<file path="config.mk">
export PLATFORM = sky130hd
export DESIGN_NAME = ltc2324_capture
export DESIGN_NICKNAME = d
export VERILOG_FILES = /design/src/rtl/ltc2324_capture.sv
export SDC_FILE = /design/constraint.sdc
export NUM_CORES = 1
export LEC_CHECK = 0
export BUFFER_PORTS_ARGS = -buffer_cell sky130_fd_sc_hd__buf_2
export CELL_PAD_IN_SITES_DETAIL_PLACEMENT = 1
export CELL_PAD_IN_SITES_GLOBAL_PLACEMENT = 1
export CORE_MARGIN = 2
export CORE_UTILIZATION = 52
export DETAILED_ROUTE_END_ITERATION = 16
export HOLD_SLACK_MARGIN = 0.03
export PLACE_DENSITY_LB_ADDON = 0.08
export RECOVER_POWER = 50
export SYNTH_ARGS = -nofsm -noshare
export SYNTH_HDL_FRONTEND = slang
export SYNTH_HIERARCHICAL = 1
export SYNTH_SLANG_ARGS = --single-unit
</file>
<file path="constraint.sdc">
create_clock -name adc_clk -period 7.1 [get_ports adc_clk]
set_input_delay 1.065 -clock adc_clk [delete_from_list [all_inputs] [get_ports adc_clk]]
set_output_delay 1.065 -clock adc_clk [all_outputs]
set_load 0.05 [all_outputs]
</file>
<file path="src/rtl/ltc2324_capture.sv">
// Capture front-end for a 4-lane, 16-bit serial ADC. It generates CNV and SCK,
// deserialises the four SDO lanes and presents one parallel word per channel.
module ltc2324_lane #(
  parameter int NBITS = 16
) (
  input  logic             adc_clk,
  input  logic             adc_rst,
  input  logic             shift_en,
  input  logic             load_en,
  input  logic             sdo,
  output logic [NBITS-1:0] data
);
  logic [NBITS-1:0] sr;

  always_ff @(posedge adc_clk or posedge adc_rst) begin
    if (adc_rst) begin
      sr   <= '0;
      data <= '0;
    end else begin
      if (shift_en) sr <= {sr[NBITS-2:0], sdo};
      if (load_en) data <= sr;
    end
  end
endmodule

module ltc2324_capture #(
  parameter int NBITS    = 16,
  parameter int SCK_DIV  = 1,
  parameter int CNV_HIGH = 2,
  parameter int T_CONV   = 45
) (
  input  logic             adc_clk,
  input  logic             adc_rst,
  input  logic             enable,
  input  logic [15:0]      sample_period,
  output logic             adc_CNV,
  output logic             adc_SCK,
  input  logic             adc_SDO1,
  input  logic             adc_SDO2,
  input  logic             adc_SDO3,
  input  logic             adc_SDO4,
  output logic [NBITS-1:0] ch1_data,
  output logic [NBITS-1:0] ch2_data,
  output logic [NBITS-1:0] ch3_data,
  output logic [NBITS-1:0] ch4_data,
  output logic             data_valid,
  output logic             busy,
  output logic             period_short
);
  localparam int NUM_LANES = 4;
  localparam int BW = $clog2(NBITS + 1);
  localparam int MIN_PERIOD = CNV_HIGH + T_CONV + 2 * SCK_DIV * NBITS + 1;
  localparam logic [15:0] MIN_P = 16'(MIN_PERIOD);

  typedef enum logic [2:0] {IDLE, CNV, WAIT, SHIFT, DONE} state_t;

  state_t          st;
  logic [15:0]     cnt;
  logic [15:0]     pcnt;
  logic [15:0]     per_lat;
  logic [BW-1:0]   bits;
  logic            pending;
  logic [15:0]     eff_period;
  logic            period_due;
  logic            sck_edge;
  logic            shift_en;
  logic            load_en;
  logic            start;

  logic [NUM_LANES-1:0]            sdo_lanes;
  logic [NUM_LANES-1:0][NBITS-1:0] lane_data;

  assign eff_period = (per_lat < MIN_P) ? MIN_P : per_lat;
  assign period_due = (pcnt >= eff_period - 16'd1);
  assign sck_edge   = (cnt == 16'(SCK_DIV - 1));
  assign shift_en   = (st == SHIFT) && sck_edge && adc_SCK;
  assign load_en    = (st == SHIFT) && sck_edge && !adc_SCK && (bits == BW'(NBITS));

  // pending marks "a frame has run since enable came up": the period rule then
  // gates the next CNV, otherwise a fresh enable starts one immediately.
  assign start = enable && (((st == IDLE) && (!pending || period_due)) ||
                            ((st == DONE) && period_due));

  always_ff @(posedge adc_clk or posedge adc_rst) begin
    if (adc_rst) begin
      st           <= IDLE;
      cnt          <= '0;
      pcnt         <= '0;
      per_lat      <= '0;
      bits         <= '0;
      pending      <= 1'b0;
      adc_CNV      <= 1'b0;
      adc_SCK      <= 1'b0;
      data_valid   <= 1'b0;
      busy         <= 1'b0;
      period_short <= 1'b0;
    end else begin
      data_valid <= load_en;
      if (pcnt != 16'hFFFF) pcnt <= pcnt + 16'd1;
      if (start) begin
        st      <= CNV;
        adc_CNV <= 1'b1;
        cnt     <= '0;
        pcnt    <= '0;
        per_lat <= sample_period;
        busy    <= 1'b1;
        pending <= 1'b1;
        if (sample_period < MIN_P) period_short <= 1'b1;
      end else begin
        case (st)
          IDLE: begin
            if (!enable) begin
              pending      <= 1'b0;
              period_short <= 1'b0;
            end
          end
          CNV: begin
            if (cnt == 16'(CNV_HIGH - 1)) begin
              st      <= WAIT;
              adc_CNV <= 1'b0;
              cnt     <= '0;
            end else begin
              cnt <= cnt + 16'd1;
            end
          end
          WAIT: begin
            if (cnt == 16'(T_CONV - 1)) begin
              st      <= SHIFT;
              adc_SCK <= 1'b1;
              cnt     <= '0;
              bits    <= '0;
            end else begin
              cnt <= cnt + 16'd1;
            end
          end
          SHIFT: begin
            // Lanes sample on the same edge that drops SCK; the last low phase
            // runs its full length before DONE.
            if (sck_edge) begin
              cnt <= '0;
              if (adc_SCK) begin
                adc_SCK <= 1'b0;
                bits    <= bits + BW'(1);
              end else if (bits == BW'(NBITS)) begin
                st <= DONE;
              end else begin
                adc_SCK <= 1'b1;
              end
            end else begin
              cnt <= cnt + 16'd1;
            end
          end
          DONE: begin
            st   <= IDLE;
            busy <= 1'b0;
          end
          default: st <= IDLE;
        endcase
      end
    end
  end

  assign sdo_lanes = {adc_SDO4, adc_SDO3, adc_SDO2, adc_SDO1};

  for (genvar gi = 0; gi < NUM_LANES; gi++) begin : g_lane
    ltc2324_lane #(.NBITS(NBITS)) u_lane (
      .adc_clk  (adc_clk),
      .adc_rst  (adc_rst),
      .shift_en (shift_en),
      .load_en  (load_en),
      .sdo      (sdo_lanes[gi]),
      .data     (lane_data[gi])
    );
  end

  assign ch1_data = lane_data[0];
  assign ch2_data = lane_data[1];
  assign ch3_data = lane_data[2];
  assign ch4_data = lane_data[3];
endmodule

</file>
# == Yosys cells after proc, flatten, opt, wreduce, memory -nomap -nowiden ==
# Index checks and enable logic that the tools add are counted.
# totals
regBits,190
in_bits,23
word_cells,106
# classes
n_addsub,4
magnitude_cmp,3
eq_ne,19
n_mux,34
bitwise,1
n_reduce_logical,26
# ops
operator,count
$mux W16,7
$pmux W16 S3,1
$add A16 B1 Y16 const B,2
$lt A16 B7 Y1 const B,2
$mux W3,6
$eq A16 B1 Y1 const B,1
$eq A16 B6 Y1 const B,1
$ge A16 B16 Y1,1
$logic_not A16 Y1,1
$ne A16 B16 Y1 const B,1
$sub A16 B1 Y16 const B,1
$mux W5,3
$mux W1,14
$ne A3 B3 Y1 const B,4
$pmux W3 S4,1
$reduce_bool A2 Y1,6
$pmux W5 S2,1
$ne A2 B2 Y1 const B,4
$logic_and A1 B1 Y1,7
$eq A3 B2 Y1 const B,2
$reduce_and A6 Y1,1
$add A5 B1 Y5 const B,1
$eq A5 B5 Y1 const B,1
$reduce_and A5 Y1,1
13 further kinds,17

# == Depth between registers and ports, before layout ==
# Gate-level depths: netlist of run 1.
# logic_depth
word_depth,10
mapped_depth,18

# == Modules after synthesis ==
# Netlist of run 1, hierarchy kept.
# modules_own_cells
module,n_inst,cells_per_inst,area_each_um2,seq_area_each_um2
ltc2324_lane,4,69,1302.5,800.8
ltc2324_capture,1,415,3822.4,1551.5

# == Worst setup path before layout of run 1 ==
# Ideal clock, no wire load.
# synth_timing
kind,register to register
startpoint,reg per_lat[11]
endpoint,reg per_lat[0]
setup_time_ns,0.125
t_arrival_ns,4.630
t_required_ns,6.975
setup_slack_ns,2.344
stages_incl_launch_ff,19
path_buffers,2
synth_period_minus_slack_ns,4.756
cell_sequence,dfrtp_1 > or4_1 > nor3_2 > nand2_1 > nand2_1 > ha_1 > nor3b_1 > nand2_1 > or4_1 > nor3_1 > xnor2_1 > ha_1 > nand4_1 > nor3_2 > or4b_4 > a31o_1 > buf_6 > buf_8 > mux2_4
# synth_via
elab_chain_len,8
# synth_rtl
item,line_no,source
"start, declared",60,logic [15:0] per_lat;
"start signal, assigned",105,per_lat <= sample_period;
$lt A16 B7 Y1,73,assign eff_period = (per_lat < MIN_P) ? MIN_P : per_lat;
$mux W16 (*),73,
$sub A16 B1 Y16 (*),74,assign period_due = (pcnt >= eff_period - 16'd1);
$ge A16 B16 Y1 (*),74,
$logic_or A1 B1 Y1,81,assign start = enable && (((st == IDLE) && (!pending || period_due)) ||
$logic_and A1 B1 Y1,81,
$logic_or A1 B1 Y1 (*),81,
$logic_and A1 B1 Y1 (*),81,
# Mark *: on every way between the ends. The rest lies on a longest branch, timed or not.
# A chain may end at the register's enable or synchronous reset.

# == Worst setup path in the final report of run 1 ==
# layout_timing
startpoint,reg per_lat[7]
endpoint,reg per_lat[7]
# The elaborated chain is that of the path after synthesis.

==> results of run 1 <==
[sequential cells by signal, indices dropped and copies added, names as in the netlist]
| signal | flops |
|---|---|
| busy | 1 |
| adc_CNV | 1 |
| g_lane.u_lane/data | 64 |
| data_valid | 1 |
| cnt | 16 |
| st | 3 |
| g_lane.u_lane/sr | 64 |
| adc_SCK | 1 |
| per_lat | 16 |
| bits | 5 |
| pcnt | 16 |
| pending | 1 |
| period_short | 1 |
[cells in the mapped netlist, types with 2 or more instances]
cell type                   number
sky130_fd_sc_hd__o311ai_0        2
sky130_fd_sc_hd__a21oi_1        16
sky130_fd_sc_hd__nand3_1        17
sky130_fd_sc_hd__nand4_1        15
sky130_fd_sc_hd__a211oi_1        7
sky130_fd_sc_hd__nand2_1        47
sky130_fd_sc_hd__inv_1          22
sky130_fd_sc_hd__nor3_1         15
sky130_fd_sc_hd__nor2_1         36
sky130_fd_sc_hd__a21o_1          2
sky130_fd_sc_hd__a31oi_1         3
sky130_fd_sc_hd__buf_12          8
sky130_fd_sc_hd__buf_6           9
sky130_fd_sc_hd__nor4_1         10
sky130_fd_sc_hd__xnor2_1        16
sky130_fd_sc_hd__nand2b_1        7
sky130_fd_sc_hd__or3_1           6
sky130_fd_sc_hd__mux2_4         86
sky130_fd_sc_hd__o21ai_0        24
sky130_fd_sc_hd__o211ai_1        5
sky130_fd_sc_hd__nor3_2          2
sky130_fd_sc_hd__o31ai_1         5
sky130_fd_sc_hd__or4_1           6
sky130_fd_sc_hd__ha_1           23
sky130_fd_sc_hd__o22ai_1         2
sky130_fd_sc_hd__nor2b_1         4
sky130_fd_sc_hd__o31a_1          2
sky130_fd_sc_hd__xor2_1          5
sky130_fd_sc_hd__and2_1          3
sky130_fd_sc_hd__dfrtp_1       190
sky130_fd_sc_hd__or2_2           4
sky130_fd_sc_hd__mux2_2         58
sky130_fd_sc_hd__a2111oi_0       3
sky130_fd_sc_hd__and3_1          4
sky130_fd_sc_hd__clkbuf_1        6
[final cells by class]
cell class / instances / area [sq um]
well taps: 225 / 282
multi-input cells: 454 / 3900
repair buffers: 97 / 448
inverters: 22 / 83.8
flip-flops and latches: 190 / 4750
fillers: 1771 / 7100
clock inverters: 14 / 123
clock buffers: 18 / 429
[layer usage]
metal	global-route usage (%)	vias up	share of wire [%]	wire, um
li1	-	2677	-	-
met1	29.6	2963	44	8770
met2	38.2	82	51	10200
met3	4.71	19	3.1	625
met4	6.89	0	1.2	243
met5	0	-	0	0
[placed cells by master (no fill, tap or decap), drive strengths merged, types with 6 or more instances in the layout]
cell,Yosys,routed
nand4,15,15
nand2b,7,7
a21oi,16,16
or4,6,6
inv,22,28
buf,19,61
o21ai,25,25
clkbuf,6,54
a211oi,7,7
nor2,36,36
xnor2,16,16
or3,6,6
ha,23,23
dfrtp,190,190
nand3,17,17
nand2,47,47
nor4,10,10
mux2,144,144
nor3,17,17
[through the flow]
stage / power, mW / std cells / util [%] / instance area [sq um]
floorplan: 1.13 / 691 / - / 9030
finish: 2.03 / 1020 / 58.5 / 10000
CTS: 2.06 / 1020 / 58.8 / 10100
global placement: 1.14 / 988 / 55.6 / 9520
detailed placement: 1.14 / 988 / 55.6 / 9520
global route: 2.10 / 1020 / 58.5 / 10000
[cell families (layout without fill, tap and decap cells)]
group	count (synthesis)	after routing	share of synthesized area, %
XOR/XNOR	21	21	2.04
adder cells (fa/ha/maj)	23	23	3.19
buffers and inverters	47	151	4.28
multiplexers	145	145	21.6
AND/OR/NAND/NOR	182	182	10.2
flip-flops	190	190	52.6
AO/OA/AOI/OAI	83	83	5.98
[worst max-delay path by stage]
stage,startpoint,to,slack (ns),cells past startpoint
finish,per_lat[7]$_DFFE_PP0N_,per_lat[7]$_DFFE_PP0N_,1.17,16
global route,per_lat[7]$_DFFE_PP0N_,per_lat[12]$_DFFE_PP0N_,0.73,16
CTS,per_lat[7]$_DFFE_PP0N_,per_lat[14]$_DFFE_PP0N_,1.20,16
detailed placement,per_lat[7]$_DFFE_PP0N_,per_lat[11]$_DFFE_PP0N_,1.27,16
global placement,per_lat[7]$_DFFE_PP0N_,per_lat[8]$_DFFE_PP0N_,1.65,16
floorplan,per_lat[11]$_DFFE_PP0N_,per_lat[0]$_DFFE_PP0N_,2.34,18
[worst max-delay path: cells and delay by family (launching register included)]
kind	cells	cell delay, ns
adders and majority gates	2	0.54
AOI/OAI and AO/OA	2	1.49
xor gates and xnor gates	1	0.16
muxes	1	0.42
DFF	1	0.43
and+or+nand+nor	10	2.76
[where the power goes]
| group | total, mW | switching (mW) | internal [mW] |
|---|---|---|---|
| registers | 1.08 | 0.00142 | 1.08 |
| clock network | 0.909 | 0.449 | 0.460 |
| logic | 0.0351 | 0.0278 | 0.00726 |
==> load_flow_metrics.sql, run 1 <==
INSERT INTO impl_metrics (metric_group, metric, value, unit) VALUES
('drt', 'detail_route.vias_per_cell', '5.63', ''),
('sta', 'finalSetupViolations', '0', ''),
('logic_synthesis', 'yosysWarningCount', '6', ''),
('logic_synthesis', 'number_of_instances_in_the_synthesized_netlist', '691', ''),
('min_path', 'hp-start', 'adc_CNV$_DFFE_PP0P_', ''),
('drt', 'vias', '5741', ''),
('min_path', 'worst_hold_path_type', 'flip-flop to flip-flop', ''),
('layout', 'num_antenna_cells', '0', ''),
('critical_path', 'crit_slowest_cell', 'sky130_fd_sc_hd__a31o_1', ''),
('sta', 'hold_viol', '0', ''),
('cts', 'number_of_buffers_inserted_during_clock_tree_synthesis', '17', ''),
('min_path', 'worst_hold_path_ep', 'adc_CNV$_DFFE_PP0P_', ''),
('pwr', 'leakage', '4.88', 'nW'),
('critical_path', 'cp.arrival', '6.25', 'ns'),
('drt', 'routed_wirelength', '19900', 'um'),
('cts', 'h-tree-depth', '4', ''),
('placement', 'gp_congestion', '0.839', ''),
('critical_path', 'critical-path-top-cell-by-count', 'sky130_fd_sc_hd__nand2_1', ''),
('critical_path', 'timing.critical_path.required', '7.42', 'ns'),
('global_routing', 'grt_pass1_wl', '32600', 'um'),
('sta', 'timing.max_slew.rel_slack', '-76.5', '%'),
('placement', 'place_ws', '1.27', 'ns'),
('cts', 'post_cts.resized_instances', '0', ''),
('cts', 'clock_tree_from_tritoncts', 'built', ''),
('min_path', 'holdPathStages', '1', ''),
('die', 'dieWidth', '136', 'um'),
('logic_synthesis', 'postSynthNetCount', '737', ''),
('global_routing', 'gr-usage-all-layers', '22.7', '%'),
('flow_run', 'maxcap_viol_count', '3', ''),
('global_routing', 'grt_pass1_vias', '6279', ''),
('layout', 'area_growth', '10.9', '%'),
('drt', 'route.antenna.remaining_nets', '0', ''),
('sta', 'fin_skew', '0.0144', 'ns'),
('die', 'floorplan.die_area', '18400', 'sq um'),
('placement', 'place.detailed.hpwl', '13300', 'um'),
('cts', 'number_of_setup_buffers_added_after_cts', '0', ''),
('drt', 'routedWlPerCell', '19.5', 'um'),
('die', 'placement_rows', '48', ''),
('run_status', 'violations', 'max-capacitance violations, max-slew violations', ''),
('die', 'core-area', '17100', 'sq um'),
('run_status', 'outcome', 'finished with violations', ''),
('critical_path', 'worst_r2r_endpoint', 'per_lat[7]$_DFFE_PP0N_', ''),
('global_routing', 'grt_start_max_net_pins', '66', ''),
('sta', 'post-route-period-util', '83.5', '%'),
('critical_path', 'setup.reg_to_reg.worst_slack', '1.17', 'ns'),
('sta', 'grt_setup_unrepaired', 'false', ''),
('sta', 'clock.fmax', '0.169', 'GHz'),
('cts', 'ctsRootBufferMaster', 'sky130_fd_sc_hd__clkbuf_16', ''),
('logic_synthesis', 'synth.lib_cells_used.distinct', '56', ''),
('sta', 'worst_slack', '1.17', 'ns'),
('sta', 'report.final.slew_viol_count', '114', ''),
('drt', 'remaining_drc_errors', '0', ''),
('critical_path', 'worst-path-max-fanout', '19', ''),
('cts', 'clkSinkCount', '190', ''),
('die', 'die_h', '136', 'um'),
('logic_synthesis', 'synth.largest_area_cell', 'sky130_fd_sc_hd__dfrtp_1', ''),
('layout', 'post_route_cells_drive_above_1_share', '31.1', '%'),
('logic_synthesis', 'post_synth_edffs', '0', ''),
('cts', 'clkSlewWorstSetupHoldPaths', '0.07', 'ns'),
('global_routing', 'grt_antenna_before_repair', '0', ''),
('die', 'start_util', '52.8', '%'),
('layout', 'num-nets-final', '828', ''),
('logic_synthesis', 'synth_flop_cell', 'sky130_fd_sc_hd__dfrtp_1', ''),
('pwr', 'max-vdd-ir-drop', '0.000183', 'V'),
('pwr', 'power_density_over_the_cells', '203', 'nW/um^2'),
('placement', 'io_buffer_count', '91', ''),
('cts', 'ctsHoldBuffers', '0', ''),
('drt', 'firstDrtPassIters', '4', ''),
('logic_synthesis', 'synth_top_area_share', '52.6', '%'),
('cts', 'cts_buffer_depth', '2', ''),
('sta', 'tightestPinTransition', '2.65', 'ns');
Power figures use the tool's default switching activity.
==> inputs of run 2 (changes only) <==
- CORE_UTILIZATION: 52 -> 49
- clock period: 7.1 -> 5.9 ns (I/O delays scaled with it)
==> run 2 against run 1 <==
  * The run still ends with max-capacitance violations, max-slew violations left
  * Worst setup slack lost 0.71 ns
  * Clock-buffer cell count is 1 lower
  * Non-clock buffer count grew 2
  * Clock skew decreased by 0.0050 ns
  * Total power rose by 23%
  * Routed wire length hardly changed
  * Sequential share of layout area down 0.35 points
  * Final area up 0.75%
  * Critical path depth up 1
  * Flip-flop and latch count unchanged
==> load_flow_metrics.sql, run 2 (same netlist as run 1, synthesis figures left out) <==
INSERT INTO impl_metrics (metric_group, metric, value, unit) VALUES
('sta', 'tightestPinTransition', '2.58', 'ns'),
('global_routing', 'global_route.peak_usage_layer', 'met2', ''),
('sta', 'finalSetupViolations', '0', ''),
('cts', 'number_of_buffers_inserted_during_clock_tree_synthesis', '17', ''),
('die', 'dieWidth', '140', 'um'),
('cts', 'clkSlewWorstSetupHoldPaths', '0.08', 'ns'),
('critical_path', 'worst-path-max-fanout', '19', ''),
('run_status', 'outcome', 'finished with violations', ''),
('critical_path', 'setup.worst_path.class', 'flip-flop to flip-flop', ''),
('sta', 'timing.max_slew.rel_slack', '-72.0', '%'),
('die', 'core-area', '18000', 'sq um'),
('global_routing', 'grt_antenna_before_repair', '0', ''),
('cts', 'ctsRootBufferMaster', 'sky130_fd_sc_hd__clkbuf_16', ''),
('drt', 'remaining_drc_errors', '0', ''),
('layout', 'num_antenna_cells', '0', ''),
('sta', 'grt_setup_unrepaired', 'false', ''),
('cts', 'number_of_setup_buffers_added_after_cts', '0', ''),
('cts', 'post_cts.resized_instances', '0', ''),
('pwr', 'fin_total_pwr', '2.49', 'mW'),
('min_path', 'worst_hold_path_type', 'flip-flop to flip-flop', ''),
('drt', 'routed_wirelength', '19800', 'um'),
('critical_path', 'start_kind', 'flip-flop', ''),
('layout', 'stdcell_count', '1026', ''),
('drt', 'firstDrtPassIters', '4', ''),
('drt', 'vias', '5820', ''),
('die', 'die_h', '140', 'um'),
('placement', 'placedCellCount', '994', ''),
('die', 'start_util', '50.1', '%'),
('layout', 'area_growth', '11.7', '%'),
('sta', 'clock.fmax', '0.184', 'GHz'),
('layout', 'mostFrequentLayoutCells', 'sky130_fd_sc_hd__dfrtp_1, sky130_fd_sc_hd__mux2_4, sky130_fd_sc_hd__mux2_2, sky130_fd_sc_hd__buf_2, sky130_fd_sc_hd__nand2_1', ''),
('cts', 'h-tree-depth', '4', ''),
('pwr', 'power_density_over_the_cells', '246', 'nW/um^2'),
('global_routing', 'gr-usage-all-layers', '21.2', '%'),
('sta', 'final_period_minus_worst_setup_slack', '5.44', 'ns'),
('critical_path', 'cp-end-kind', 'flip-flop', ''),
('flow_run', 'maxcap_viol_count', '3', ''),
('layout', 'post_route_cells_drive_above_1_share', '31.1', '%'),
('global_routing', 'gr-usage-met3', '4.75', '%'),
('layout', 'reg.largest.list', 'g_lane.u_lane/data (64), g_lane.u_lane/sr (64)', ''),
('global_routing', 'grt_use_met1', '26.2', '%'),
('die', 'floorplan.die_area', '19500', 'sq um'),
('sta', 'hold_viol', '0', ''),
('global_routing', 'grt_pass1_vias', '6293', ''),
('global_routing', 'grt_remaining_overflow', '0', ''),
('sta', 'post-route-period-util', '92.2', '%'),
('die', 'placement_rows', '49', ''),
('drt', 'drt_first_iter_violations', '198', ''),
('layout', 'num-nets-final', '830', ''),
('drt', 'routedWlPerCell', '19.3', 'um'),
('critical_path', 'setup.reg_to_reg.worst_slack', '0.46', 'ns'),
('cts', 'ctsHoldBuffers', '0', ''),
('cts', 'cts_buffer_depth', '2', ''),
('global_routing', 'grt_pass1_wl', '33300', 'um'),
('sta', 'report.final.slew_viol_count', '113', ''),
('cts', 'worst_skew_pair.late_latency', '0.43', 'ns'),
('cts', 'clkSinkCount', '190', ''),
('global_routing', 'grt.met2_usage', '37.3', '%'),
('layout', 'layout_commonest_cell', 'sky130_fd_sc_hd__dfrtp_1', ''),
('pwr', 'max-vdd-ir-drop', '0.000223', 'V'),
('die', 'boundaryPins', '92', ''),
('placement', 'place.detailed.hpwl', '13700', 'um'),
('run_status', 'violations', 'max-capacitance violations, max-slew violations', ''),
('critical_path', 'timing.critical_path.required', '6.21', 'ns'),
('layout', 'final_core_utilization', '56.0', '%'),
('pwr', 'leakage', '4.91', 'nW'),
('global_routing', 'grt_start_max_net_pins', '47', ''),
('placement', 'io_buffer_count', '91', ''),
('critical_path', 'cp.arrival', '5.75', 'ns'),
('sta', 'fin_skew', '0.00944', 'ns'),
('sta', 'setup_tns', '0', 'ns'),
('drt', 'detail_route.vias_per_cell', '5.67', ''),
('placement', 'gp_congestion', '0.839', ''),
('drt', 'route.antenna.remaining_nets', '0', ''),
('layout', 'fillers', '1874', ''),
('cts', 'clock_tree_from_tritoncts', 'built', '');
==> run 2: layout make-up <==
cell class                 instances  area, sq um  share of cell area (%)
inverter                          22         83.8                   0.831
timing repair buffer              99          473                    4.69
tap                              229          287                    2.84
multi-input combinational        454         3900                    38.6
clock inverter                    15          171                    1.70
clock buffer                      17          425                    4.21
sequential                       190         4750                    47.1
==> run 2: routing by layer <==
metal	vias to the layer above	routed length, um
met5	-	0
met1	3027	8540
met4	0	359
li1	2675	-
met2	93	10200
met3	25	715
==> run 2: path summary, 6_finish.rpt <==
path | start | depth (start not counted) | endpoint
worst max-delay path | per_lat[7]$_DFFE_PP0N_ | 17 | per_lat[11]$_DFFE_PP0N_
worst min-delay path | adc_CNV$_DFFE_PP0P_ | 1 | adc_CNV$_DFFE_PP0P_
worst max register to register | per_lat[7]$_DFFE_PP0N_ | 17 | per_lat[11]$_DFFE_PP0N_
worst min register to register | adc_CNV$_DFFE_PP0P_ | 1 | adc_CNV$_DFFE_PP0P_
max in group asynchronous | adc_rst | 3 | pcnt[10]$_DFFE_PP0P_
min in group asynchronous | adc_rst | 2 | cnt[7]$_DFFE_PP0P_
==> run 2: report_power, final <==
group | switching (mW) | total [mW] | internal (mW)
clock network | 0.568 | 1.14 | 0.571
registers | 0.00166 | 1.30 | 1.30
logic | 0.0332 | 0.0420 | 0.00874
total | 0.603 | 2.49 | 1.88
==> run 2: worst max-delay path: stages (launching register included) <==
cell	delay (ns)
sky130_fd_sc_hd__dfrtp_1	0.43
sky130_fd_sc_hd__or4_1	0.61
sky130_fd_sc_hd__nor3_2	0.25
sky130_fd_sc_hd__nand2_1	0.16
sky130_fd_sc_hd__nand2_1	0.13
sky130_fd_sc_hd__ha_1	0.24
sky130_fd_sc_hd__nor3b_1	0.53
sky130_fd_sc_hd__nand2_1	0.10
sky130_fd_sc_hd__or4_1	0.47
sky130_fd_sc_hd__nor3_1	0.23
sky130_fd_sc_hd__xnor2_1	0.18
sky130_fd_sc_hd__ha_1	0.28
sky130_fd_sc_hd__nand4_1	0.13
sky130_fd_sc_hd__nor3_2	0.07
sky130_fd_sc_hd__a2111oi_1	0.62
sky130_fd_sc_hd__a31o_1	0.23
sky130_fd_sc_hd__buf_4	0.28
sky130_fd_sc_hd__mux2_2	0.38
==> run 2: metrics by stage <==
step	instance area, sq um	setup WS (ns)	hold slack [ns]
2_1_floorplan	9030	1.14	0.476
3_3_place_gp	9550	0.777	0.469
3_5_place_dp	9550	0.621	0.469
4_1_cts	10100	0.465	0.479
5_1_grt	10100	0.0242	0.522
6_report	10100	0.462	0.482
==> inputs of run 3 (changes only) <==
- CORE_ASPECT_RATIO: default -> 1.4
==> run 3 against run 2 <==
  * The flow still finishes with violations (max-capacitance violations, max-slew violations)
  * Die area barely moved
  * Maximum frequency up 0.87%
  * Final area is essentially flat
  * Global-route usage up 0.60 points
  * Non-clock buffer count shrank 1
  * Clock-buffer cell count increased by 2
  * Combinational power fell by 3%
  * Clock power about the same
  * Routed wire length up 1.7%
  * Worst setup slack improved by 0.047 ns
  * Critical path type unchanged
==> load_flow_metrics.sql, run 3 (same netlist as run 1, synthesis figures left out) <==
INSERT INTO impl_metrics (metric_group, metric, value, unit) VALUES
('cts', 'ctsHoldBuffers', '0', ''),
('sta', 'worst_slack', '0.509', 'ns'),
('critical_path', 'setup.worst_path.class', 'flip-flop to flip-flop', ''),
('sta', 'hold_viol', '0', ''),
('drt', 'drt_first_iter_violations', '259', ''),
('layout', 'stdcell_area', '10100', 'sq um'),
('sta', 'tightestPinTransition', '3.59', 'ns'),
('placement', 'place.detailed.hpwl', '14000', 'um'),
('die', 'start_util', '50.2', '%'),
('drt', 'routedWlPerCell', '19.5', 'um'),
('pwr', 'max-vdd-ir-drop', '0.000190', 'V'),
('critical_path', 'timing.critical_path.required', '6.17', 'ns'),
('cts', 'cts_buffer_depth', '2', ''),
('critical_path', 'crit_cells', '17', ''),
('drt', 'routed_wirelength', '20200', 'um'),
('sta', 'worst_hold_slack', '0.503', 'ns'),
('min_path', 'holdPathStages', '2', ''),
('min_path', 'worst_hold_path_type', 'flip-flop to flip-flop', ''),
('cts', 'post_cts.resized_instances', '0', ''),
('sta', 'grt_setup_unrepaired', 'false', ''),
('placement', 'io_buffer_count', '91', ''),
('min_path', 'hp-start', 'busy$_DFFE_PP0P_', ''),
('critical_path', 'reg2reg_depth', '17', ''),
('critical_path', 'critical_path.top_delay_family', 'simple AND/OR/NAND/NOR gates', ''),
('sta', 'clock.fmax', '0.185', 'GHz'),
('placement', 'postPlaceCellArea', '9550', 'sq um'),
('layout', 'multiInputGateArea', '3900', 'sq um'),
('layout', 'num-nets-final', '829', ''),
('drt', 'remaining_drc_errors', '0', ''),
('die', 'floorplan.die_area', '19600', 'sq um'),
('layout', 'fillers', '1885', ''),
('drt', 'vias', '5736', ''),
('global_routing', 'gr-usage-all-layers', '21.8', '%'),
('global_routing', 'grt_remaining_overflow', '0', ''),
('pwr', 'leakage', '4.90', 'nW'),
('die', 'die_h', '165', 'um'),
('cts', 'clkSinkCount', '190', ''),
('global_routing', 'grt_pass1_vias', '6450', ''),
('layout', 'mostFrequentLayoutCells', 'sky130_fd_sc_hd__dfrtp_1, sky130_fd_sc_hd__mux2_4, sky130_fd_sc_hd__mux2_2, sky130_fd_sc_hd__buf_2, sky130_fd_sc_hd__nand2_1', ''),
('critical_path', 'setup.worst_path.start', 'per_lat[11]$_DFFE_PP0N_', ''),
('pwr', 'fin_total_pwr', '2.49', 'mW'),
('sta', 'fin_skew', '0.00862', 'ns'),
('sta', 'final_period_minus_worst_setup_slack', '5.39', 'ns'),
('die', 'placement_rows', '58', ''),
('cts', 'worst_skew_pair.late_latency', '0.44', 'ns'),
('critical_path', 'cp-end-kind', 'flip-flop', ''),
('global_routing', 'grt_start_max_net_pins', '63', ''),
('sta', 'timing.max_slew.rel_slack', '-140', '%'),
('critical_path', 'cpPeakStageDelay', '0.61', 'ns'),
('run_status', 'violations', 'max-capacitance violations, max-slew violations', ''),
('cts', 'clock_tree_from_tritoncts', 'built', ''),
('cts', 'h-tree-depth', '4', ''),
('critical_path', 'critical-path-top-cell-by-count', 'sky130_fd_sc_hd__nand2_1', ''),
('drt', 'firstDrtPassIters', '4', ''),
('critical_path', 'start_kind', 'flip-flop', ''),
('global_routing', 'grt_antenna_before_repair', '0', ''),
('drt', 'route.antenna.remaining_nets', '0', ''),
('sta', 'post-route-period-util', '91.4', '%'),
('die', 'boundaryPins', '92', ''),
('run_status', 'outcome', 'finished with violations', ''),
('layout', 'area_growth', '11.7', '%'),
('placement', 'gp_congestion', '0.803', ''),
('layout', 'final_core_utilization', '56.1', '%'),
('critical_path', 'timing.critical_path.buf_inv', '1', ''),
('cts', 'number_of_buffers_inserted_during_clock_tree_synthesis', '17', ''),
('critical_path', 'worst-path-max-fanout', '31', ''),
('sta', 'finalSetupViolations', '0', ''),
('layout', 'layout_commonest_cell', 'sky130_fd_sc_hd__dfrtp_1', ''),
('placement', 'place_ws', '0.506', 'ns'),
('layout', 'stdcell_count', '1036', ''),
('die', 'dieWidth', '119', 'um'),
('flow_run', 'maxcap_viol_count', '3', ''),
('sta', 'setup_tns', '0', 'ns'),
('cts', 'number_of_setup_buffers_added_after_cts', '0', ''),
('die', 'core-area', '18000', 'sq um'),
('critical_path', 'cp_cell_sequence', 'or4_1 -> nor3_2 -> nand2_1 -> nand2_1 -> ha_1 -> nor3b_1 -> nand2_1 -> or4_1 -> nor3_1 -> xnor2_1 -> ha_1 -> nand4_1 -> nor3_2 -> or4b_4 -> a31oi_2 -> buf_4 -> o311ai_0', ''),
('cts', 'ctsRootBufferMaster', 'sky130_fd_sc_hd__clkbuf_16', ''),
('layout', 'num_antenna_cells', '0', ''),
('placement', 'placedCellCount', '1004', ''),
('layout', 'reg.largest.list', 'g_lane.u_lane/data (64), g_lane.u_lane/sr (64)', ''),
('critical_path', 'ff_to_ff_start', 'per_lat[11]$_DFFE_PP0N_', ''),
('drt', 'detail_route.vias_per_cell', '5.54', ''),
('critical_path', 'crit_slowest_cell', 'sky130_fd_sc_hd__or4_1', ''),
('layout', 'layout.area.seq', '4750', 'sq um'),
('layout', 'post_route_cells_drive_above_1_share', '31.0', '%'),
('critical_path', 'cp.arrival', '5.66', 'ns'),
('pwr', 'power_density_over_the_cells', '247', 'nW/um^2'),
('cts', 'clkSlewWorstSetupHoldPaths', '0.07', 'ns'),
('sta', 'report.final.slew_viol_count', '129', ''),
('global_routing', 'grt_pass1_wl', '33800', 'um');
==> run 3: path summary, 6_finish.rpt <==
kind | endpoint | slack [ns]
setup reg to reg | cnt[7]$_DFFE_PP0P_ | 0.51
hold reg to reg | busy$_DFFE_PP0P_ | 0.50
max in group asynchronous | busy$_DFFE_PP0P_ | 1.93
hold / removal | busy$_DFFE_PP0P_ | 0.50
min in group asynchronous | g_lane[2].u_lane/data[9]$_DFFE_PP0P_ | 0.87
setup / recovery | cnt[7]$_DFFE_PP0P_ | 0.51
==> run 3: cell type report <==
class / count / area share (%)
clock buffer: 19 / 4.49
clock inverter: 13 / 1.48
inverter: 22 / 0.831
multi-input combinational: 454 / 38.6
sequential: 190 / 47.1
tap: 240 / 2.98
timing repair buffer: 98 / 4.49
==> run 3: worst min-delay path, stage by stage, from the launching register on <==
cell	delay, ns
sky130_fd_sc_hd__dfrtp_1	0.35
sky130_fd_sc_hd__nand2_1	0.05
sky130_fd_sc_hd__nand2_1	0.07
==> run 3: metal layers <==
metal  up-vias  track usage (%)  part of all wire [%]
met5         -                0                     0
met4         0             6.60                   1.5
met3        30             4.28                   2.3
met2        78             40.5                    55
met1      2969             25.5                    41
li1       2659                -                     -
==> run 3: power by group <==
group	internal [mW]	switching, mW	leakage [nW]	total (mW)
logic	0.00862	0.0323	2.08	0.0409
registers	1.30	0.00163	2.54	1.30
clock network	0.589	0.559	0.287	1.15
total	1.90	0.593	4.90	2.49
